[src/rtl/exec_dispatch.sv]
// Single-issue dispatcher: queues decoded ops, runs one at a time on a shared
// execution unit for a per-class latency, then holds the result for writeback.
module exec_dispatch #(
  parameter int DEPTH   = 4,
  parameter int ALU_LAT = 1,
  parameter int FPU_LAT = 3
) (
  input  logic        clk,
  input  logic        rst,
  input  logic        in_valid,
  output logic        in_ready,
  input  logic [3:0]  in_op,
  input  logic [31:0] in_a,
  input  logic [31:0] in_b,
  input  logic [4:0]  in_rd,
  output logic        eu_en,
  output logic [3:0]  eu_op,
  output logic [31:0] eu_operand0,
  output logic [31:0] eu_operand1,
  input  logic [31:0] eu_res,
  output logic        wb_valid,
  input  logic        wb_ready,
  output logic [4:0]  wb_rd,
  output logic [31:0] wb_data
);

  localparam int PW     = $clog2(DEPTH);
  localparam int CNTW   = PW + 1;
  localparam int MAXLAT = (ALU_LAT > FPU_LAT) ? ALU_LAT : FPU_LAT;
  localparam int LW     = $clog2(MAXLAT + 1);

  typedef struct packed {
    logic [3:0]  op;
    logic [31:0] a;
    logic [31:0] b;
    logic [4:0]  rd;
  } entry_t;

  typedef enum logic [1:0] {IDLE, EXEC, WB} state_t;

  state_t            state_q, state_d;
  entry_t            mem_q [DEPTH];
  entry_t            mem_d [DEPTH];
  logic [PW-1:0]     wr_ptr_q, wr_ptr_d, rd_ptr_q, rd_ptr_d;
  logic [CNTW-1:0]   count_q, count_d;
  entry_t            iss_q, iss_d;
  logic [LW-1:0]     lat_q, lat_d;
  logic [4:0]        wb_rd_q, wb_rd_d;
  logic [31:0]       wb_data_q, wb_data_d;
  logic              push, pop;

  assign in_ready = (count_q < CNTW'(DEPTH));
  assign push     = in_valid && in_ready;
  assign pop      = (state_q == IDLE) && (count_q != '0);
  assign wb_rd    = wb_rd_q;
  assign wb_data  = wb_data_q;

  // Queue bookkeeping; a pop only ever happens from IDLE.
  always_comb begin
    mem_d    = mem_q;
    wr_ptr_d = wr_ptr_q;
    rd_ptr_d = rd_ptr_q;
    count_d  = count_q;
    if (push) begin
      mem_d[wr_ptr_q] = '{op: in_op, a: in_a, b: in_b, rd: in_rd};
      wr_ptr_d        = wr_ptr_q + PW'(1);
    end
    if (pop) rd_ptr_d = rd_ptr_q + PW'(1);
    if (push && !pop)      count_d = count_q + CNTW'(1);
    else if (pop && !push) count_d = count_q - CNTW'(1);
  end

  always_comb begin
    state_d     = state_q;
    iss_d       = iss_q;
    lat_d       = lat_q;
    wb_rd_d     = wb_rd_q;
    wb_data_d   = wb_data_q;
    eu_en       = 1'b0;
    eu_op       = '0;
    eu_operand0 = '0;
    eu_operand1 = '0;
    wb_valid    = 1'b0;
    case (state_q)
      IDLE: begin
        if (pop) begin
          iss_d   = mem_q[rd_ptr_q];
          lat_d   = mem_q[rd_ptr_q].op[3] ? LW'(FPU_LAT) : LW'(ALU_LAT);
          state_d = EXEC;
        end
      end
      EXEC: begin
        eu_en       = 1'b1;
        eu_op       = iss_q.op;
        eu_operand0 = iss_q.a;
        eu_operand1 = iss_q.b;
        lat_d       = lat_q - LW'(1);
        // The result is taken in the last enabled cycle.
        if (lat_q == LW'(1)) begin
          wb_data_d = eu_res;
          wb_rd_d   = iss_q.rd;
          state_d   = WB;
        end
      end
      WB: begin
        wb_valid = 1'b1;
        if (wb_ready) state_d = IDLE;
      end
      default: state_d = IDLE;
    endcase
  end

  always_ff @(posedge clk or posedge rst) begin
    if (rst) begin
      state_q   <= IDLE;
      wr_ptr_q  <= '0;
      rd_ptr_q  <= '0;
      count_q   <= '0;
      iss_q     <= '0;
      lat_q     <= '0;
      wb_rd_q   <= '0;
      wb_data_q <= '0;
      for (int i = 0; i < DEPTH; i++) mem_q[i] <= '0;
    end else begin
      state_q   <= state_d;
      wr_ptr_q  <= wr_ptr_d;
      rd_ptr_q  <= rd_ptr_d;
      count_q   <= count_d;
      iss_q     <= iss_d;
      lat_q     <= lat_d;
      wb_rd_q   <= wb_rd_d;
      wb_data_q <= wb_data_d;
      mem_q     <= mem_d;
    end
  end

endmodule

[config.mk]
export PLATFORM = sky130hd
export DESIGN_NAME = exec_dispatch
export DESIGN_NICKNAME = d
export VERILOG_FILES = /design/src/rtl/exec_dispatch.sv
export SDC_FILE = /design/constraint.sdc
export NUM_CORES = 1
export LEC_CHECK = 0
export CELL_PAD_IN_SITES_DETAIL_PLACEMENT = 1
export CELL_PAD_IN_SITES_GLOBAL_PLACEMENT = 1
export CORE_MARGIN = 3
export CORE_UTILIZATION = 35
export CTS_CLUSTER_DIAMETER = 120
export DETAILED_ROUTE_END_ITERATION = 10
export PLACE_DENSITY_LB_ADDON = 0.1
export REMOVE_ABC_BUFFERS = 1
export SYNTH_ARGS = -nofsm -noshare
export SYNTH_HDL_FRONTEND = slang
export SYNTH_SLANG_ARGS = --single-unit
[constraint.sdc]
create_clock -name clk -period 30.3 [get_ports clk]
set_input_delay 6.06 -clock clk [delete_from_list [all_inputs] [get_ports clk]]
set_output_delay 6.06 -clock clk [all_outputs]
set_load 0.02 [all_outputs]
Word level (Yosys, flattened, before mapping):

Index checks and enable logic that the tools add are counted.

* logic and storage cells: 79
* bits of input ports: 109
* output and inout port bits: 108
* register bits: 413

* reductions and logical operators: 15
* bitwise logic cells: 2
* eq/ne operators: 6
* add/sub/neg operators: 5
* mux-type cells: 20
* magnitude comparators: 4

Operators with widths (number)
* $bwmux W292: 1
* $mux W73: 3
* $bmux W73 S2: 1
* $demux W73 S2: 1
* $mux W32: 2
* $mux W2: 5
* $ge A3 B3 Y1 const B: 2
* $mux W3: 2
* $ne A2 B2 Y1 const B: 3
* $not A2 Y3: 2
* $pmux W2 S3: 1
* $reduce_and A2 Y1: 3
* $logic_and A1 B1 Y1: 5
* $add A2 B1 Y2 const B: 2
* $eq A2 B1 Y1 const B: 2
* $mux W4: 1
* $pmux W2 S2: 1
* $reduce_bool A2 Y1: 2
* $add A3 B1 Y3 const B: 1
* $lt A3 B1 Y1 const B: 1
* $lt A3 B3 Y1 const B: 1
* $reduce_and A3 Y1: 1
* $reduce_bool A3 Y1: 1
* $sub A3 B1 Y3 const B: 1
* 5 further kinds: 7

Depth between registers and ports, before layout:

* depth in word-level cells: 7
* gate-level depth with buffers: 9
* depth with buffers taken out: 8

Least setup slack after synthesis:

No wires, ideal clock.

* kind: input port to flip-flop
* start point: input in_valid
* end point: register count_q[2]
* stages: 8
* path buffers: 1
* data arrival time: 7339 ps
* data required time: 30220 ps
* setup slack: 22882 ps
* library setup time: 80 ps
* path through: nor2b_1 > buf_2 > ha_1 > inv_1 > fa_1 > xor2_1 > nor2_1 > xnor2_1

* word-level cells in the longest chain between the ends: 4
* elaborated cells on any way between the ends: 6

RTL lines
* start: declaration: RTL line 10 `input logic in_valid,`
* $logic_and A1 B1 Y1 *: RTL line 53 `assign push = in_valid && in_ready;`
* named net push: RTL line 50 `logic push, pop;`
* $logic_not A1 Y1: RTL line 70 `else if (pop && !push) count_d = count_q - CNTW'(1);`
* $logic_and A1 B1 Y1: RTL line 70
* $reduce_bool A2 Y1 (no source line)
* end signal: assignment: RTL line 128 `count_q <= count_d;`
* end: declaration: RTL line 45 `logic [CNTW-1:0] count_q, count_d;`

Mark *: on every way through the listed nets, which the timed path passes. The rest lies on a longest branch.
A chain may end at the register's enable or synchronous reset.

Worst setup path in the final report:

* start point: register state_q[1]
* end point: output eu_operand0[0]

* word-level cells in the longest chain between the ends: 2

RTL lines
* start: declaration: RTL line 41 `state_t state_q, state_d;`
* start signal: assignment: RTL line 125 `state_q <= state_d;`
* $eq A2 B1 Y1: RTL line 84 `case (state_q)`
* $mux W32: RTL line 84
* end: declaration: RTL line 18 `output logic [31:0] eu_operand0,`

No other way between the ends.

==> qor.tcl <==
set qor(setup_slack_ns) 21.15
set qor(cts.root.buffer_cell) {sky130_fd_sc_hd__clkbuf_16}
set qor(vias_in_the_first_global_route) 10920
set qor(p_int_w) 0.001780
set qor(max_cap_violations) 0
set qor(timing.fmax_ghz) 0.1093
set qor(cp_cell_sequence) {nor2b_4, buf_4, and2_1, clkdlybuf4s50_1}
set qor(place_hpwl_um) 23920
set qor(synth_top_cell_by_area) {sky130_fd_sc_hd__dfrtp_1}
set qor(clk_latency_ns) 0.56
set qor(track_usage_pct) 15.87
set qor(cp.required_ns) 24.24
set qor(fp.coreArea_mm2) 0.04936
set qor(setup_viol_count_final) 0
set qor(crit_slowest_cell) {sky130_fd_sc_hd__clkdlybuf4s50_1}
set qor(io_buffer_count) 216
set qor(crit_arrival_ns) 3.09
set qor(layout.cells.most_common) {sky130_fd_sc_hd__dfrtp_1}
set qor(p_comb_share_pct) 39.7
set qor(result_of_the_run) {complete, no violations}
set qor(hold_buffers) 0
set qor(design.portCount) 217
set qor(total_net_switching_power_w) 0.0007878
set qor(synth.yosys.warnings) 0
set qor(multi_input_combinational_cell_area_mm2) 0.006918
set qor(yosys.area.top_type_share_pct) 58.64
set qor(antenna_found_initial) 1
set qor(crit_path_max_fanout) 55
set qor(path_buf_inv) 2
set qor(drc) 0
set qor(maxSlewViolCount) 0
set qor(grt.overflow.total) 0
set qor(tritoncts.num_buffers) 47
set qor(vdd_ir_drop_max_v) 0.00004959
set qor(final_nets) 1392
set qor(clkPwrFrac_pct) 21.7
set qor(post_cts_resized) 0
set qor(critPathKind) {flip-flop to primary output}
set qor(cts_htree_levels) 2
set qor(start_util_pct) 35.71
set qor(crit_path_max_incr_delay_ns) 0.70
set qor(dieHeight_um) 230.4
set qor(fin_crit_sh_pct) 30.19
set qor(final_area_mm2) 0.02191
set qor(p_leak_nw) 9.240
set qor(rsz_0062_raised_after_global_routing) {false}
set qor(startpoint_type) {flip-flop}
set qor(final.fill_count) 4813
set qor(power.density_mw_per_mm2) 117.2
set qor(synth_area_mm2) 0.01762
set qor(timing_hold_violations_final) 0
set qor(placed_cell_area_mm2) 0.02039
set qor(seqCellArea_mm2) 0.01034
set qor(setup_tns_ns) 0
set qor(fraction_of_final_layout_cells_with_drive_strength_greater_than_1_pct) 43.26
set qor(seqPwrFrac_pct) 38.6
set qor(antenna-diode-count) 0
set qor(post-cts-setup-buffer-count) 0
set qor(timing.clock.skew_ns) 0.01028
set qor(fp-row-count) 81
set qor(synth_seq_cells) 413
set qor(post_synth_num_cell_types) 26
set qor(clockBufferDepth) 3
set qor(syn2layout_area_growth_pct) 24.32
set qor(routed_wire_length_um) 41460
set qor(seq_area_frac_synth_pct) 58.64
set qor(worstSetupEndpointType) {primary output}
set qor(hold_path.class) {flip-flop to flip-flop}
set qor(syn-instance-count) 1065
set qor(critical_path.top_delay_family) {buffers and inverters}
set qor(switching_share_pct) 30.68
set qor(detailedPlace.worstSlack_ns) 21.23
set qor(firstDrtPassIters) 4
set qor(total_number_of_vias) 9678
set qor(die_area_mm2) 0.05308
set qor(finalWeightedCongestion) 0.6827
set qor(post_drt_wl_per_cell_um) 21.04
set qor(first_iter_violations) 307
set qor(cts_num_sinks) 413
set qor(slew_headroom_pct) 29.22
set qor(avgSynthCellArea_um2) 16.55
set qor(cts_tree) {yes}
set qor(synthTopCellsByArea) {sky130_fd_sc_hd__dfrtp_1 (59%), sky130_fd_sc_hd__mux2_2 (26%), sky130_fd_sc_hd__mux4_2 (9.3%)}
set qor(detail_route.vias_per_cell) 4.913
set qor(final_antenna_net_count) 0
set qor(minimum_period_implied_by_the_final_worst_setup_slack_ns) 9.148
set qor(clock_input_transition_at_the_sequential_cells_of_the_worst_setup_and_hold_paths_ns) 0.06
set qor(grt_pass1_wl_um) 65960
set qor(grt_start_max_net_pins) 164
set qor(die_width_um) 230.4
set qor(worst_slew_pin_slew_ns) 1.059
set qor(final_cell_mix) {sky130_fd_sc_hd__dfrtp_1 (411), sky130_fd_sc_hd__mux2_2 (402), sky130_fd_sc_hd__clkdlybuf4s50_1 (216)}
==> worst paths after layout <==
| path | to | cells after the start | start | slack (ns) |
|---|---|---|---|---|
| max | eu_operand0[0] | 4 | state_q[1]$_DFFE_PP0P_ | 21.15 |
| min | lat_q[0]$_DFFE_PP0P_ | 1 | lat_q[0]$_DFFE_PP0P_ | 0.49 |
| max reg2reg | mem_q[175]$_DFFE_PP0P_ | 4 | count_q[2]$_DFFE_PP0P_ | 27.44 |
| min reg2reg | lat_q[0]$_DFFE_PP0P_ | 1 | lat_q[0]$_DFFE_PP0P_ | 0.49 |
| max in group asynchronous | rd_ptr_q[0]$_DFFE_PP0P_ | 3 | rst | 22.80 |
| min in group asynchronous | state_q[1]$_DFFE_PP0P_ | 2 | rst | 6.04 |
==> worst reg2reg max path, stage by stage (launching register included) <==
cell and delay [ns]:
sky130_fd_sc_hd__dfrtp_1 0.39, sky130_fd_sc_hd__nor2b_1 0.82, sky130_fd_sc_hd__nand2_4 0.56, sky130_fd_sc_hd__buf_4 0.56
sky130_fd_sc_hd__mux2_2 0.42
==> metrics by stage <==
step / util, % / instances / hold WS, ns / total power, W
6_report: 44.39 / 1970 / 0.4924 / 0.002568
3_3_place_gp: 41.32 / 1891 / 0.4778 / 0.002013
4_1_cts: 44.39 / 1970 / 0.4919 / 0.002621
5_1_grt: 44.39 / 1970 / 0.5068 / 0.002737
2_1_floorplan: - / 1000 / 0.4409 / 0.001702
3_5_place_dp: 41.32 / 1891 / 0.4759 / 0.002046
==> layer usage <==
| metal | track usage (%) | wire length (um) | up-vias |
|---|---|---|---|
| met1 | 21.76 | 19290 | 5147 |
| li1 | - | - | 4279 |
| met5 | 0 | 11 | - |
| met4 | 4.014 | 789 | 2 |
| met3 | 3.319 | 1947 | 59 |
| met2 | 25.84 | 19420 | 191 |
==> synth_stat cells (all sizes together) <==
cell type  instances
mux2             402
mux4              73
dfrtp            413
nor2               3
inv                7
xnor2              5
a211oi             1
a21oi              1
nor2b              2
or3                1
xor2               1
nand3              1
and2              68
buf               55
a21o               1
nand2              8
and3               1
ha                 6
a221o              1
fa                 1
nand2b             2
clkbuf            10
o21ai              2
==> area by class of cell <==
type                    instances  area share [%]
flip-flops and latches        413           47.21
multi-input cells             580           31.58
repair buffers                227           10.36
clock buffers                  73           6.648
well taps                     664           3.792
clock inverters                 6          0.2627
inverters                       7          0.1542
==> state kept, by name, summed over array words and instances, names as in the netlist <==
name	cells
iss_q	73
state_q	2
wr_ptr_q	2
wb_data	32
mem_q	292
count_q	3
rd_ptr_q	2
wb_rd	5
lat_q	2
==> power by group through the flow <==
stage                     Sequential, W  Combinational (W)  Clock [W]
final                          0.000992            0.00102   0.000558
after CTS                      0.000996            0.00104   0.000580
after global placement         0.000992            0.00102          0
after floorplan                0.000998           0.000704          0
after detailed placement        0.00100            0.00104          0
after global routing            0.00103            0.00110   0.000603
==> kinds of logic (layout without fill, tap and decap cells) <==
family / count (synthesis) / after routing / share of synthesized area, %
XOR/XNOR: 6 / 6 / 0.2982
buffers and inverters: 72 / 313 / 2.286
AO/OA/AOI/OAI: 6 / 6 / 0.2272
adder cells (fa/ha/maj): 7 / 7 / 0.5396
AND/OR/NAND/NOR: 86 / 86 / 2.989
multiplexers: 475 / 475 / 35.02
flip-flops: 413 / 413 / 58.64
Power figures use the tool's default switching activity.
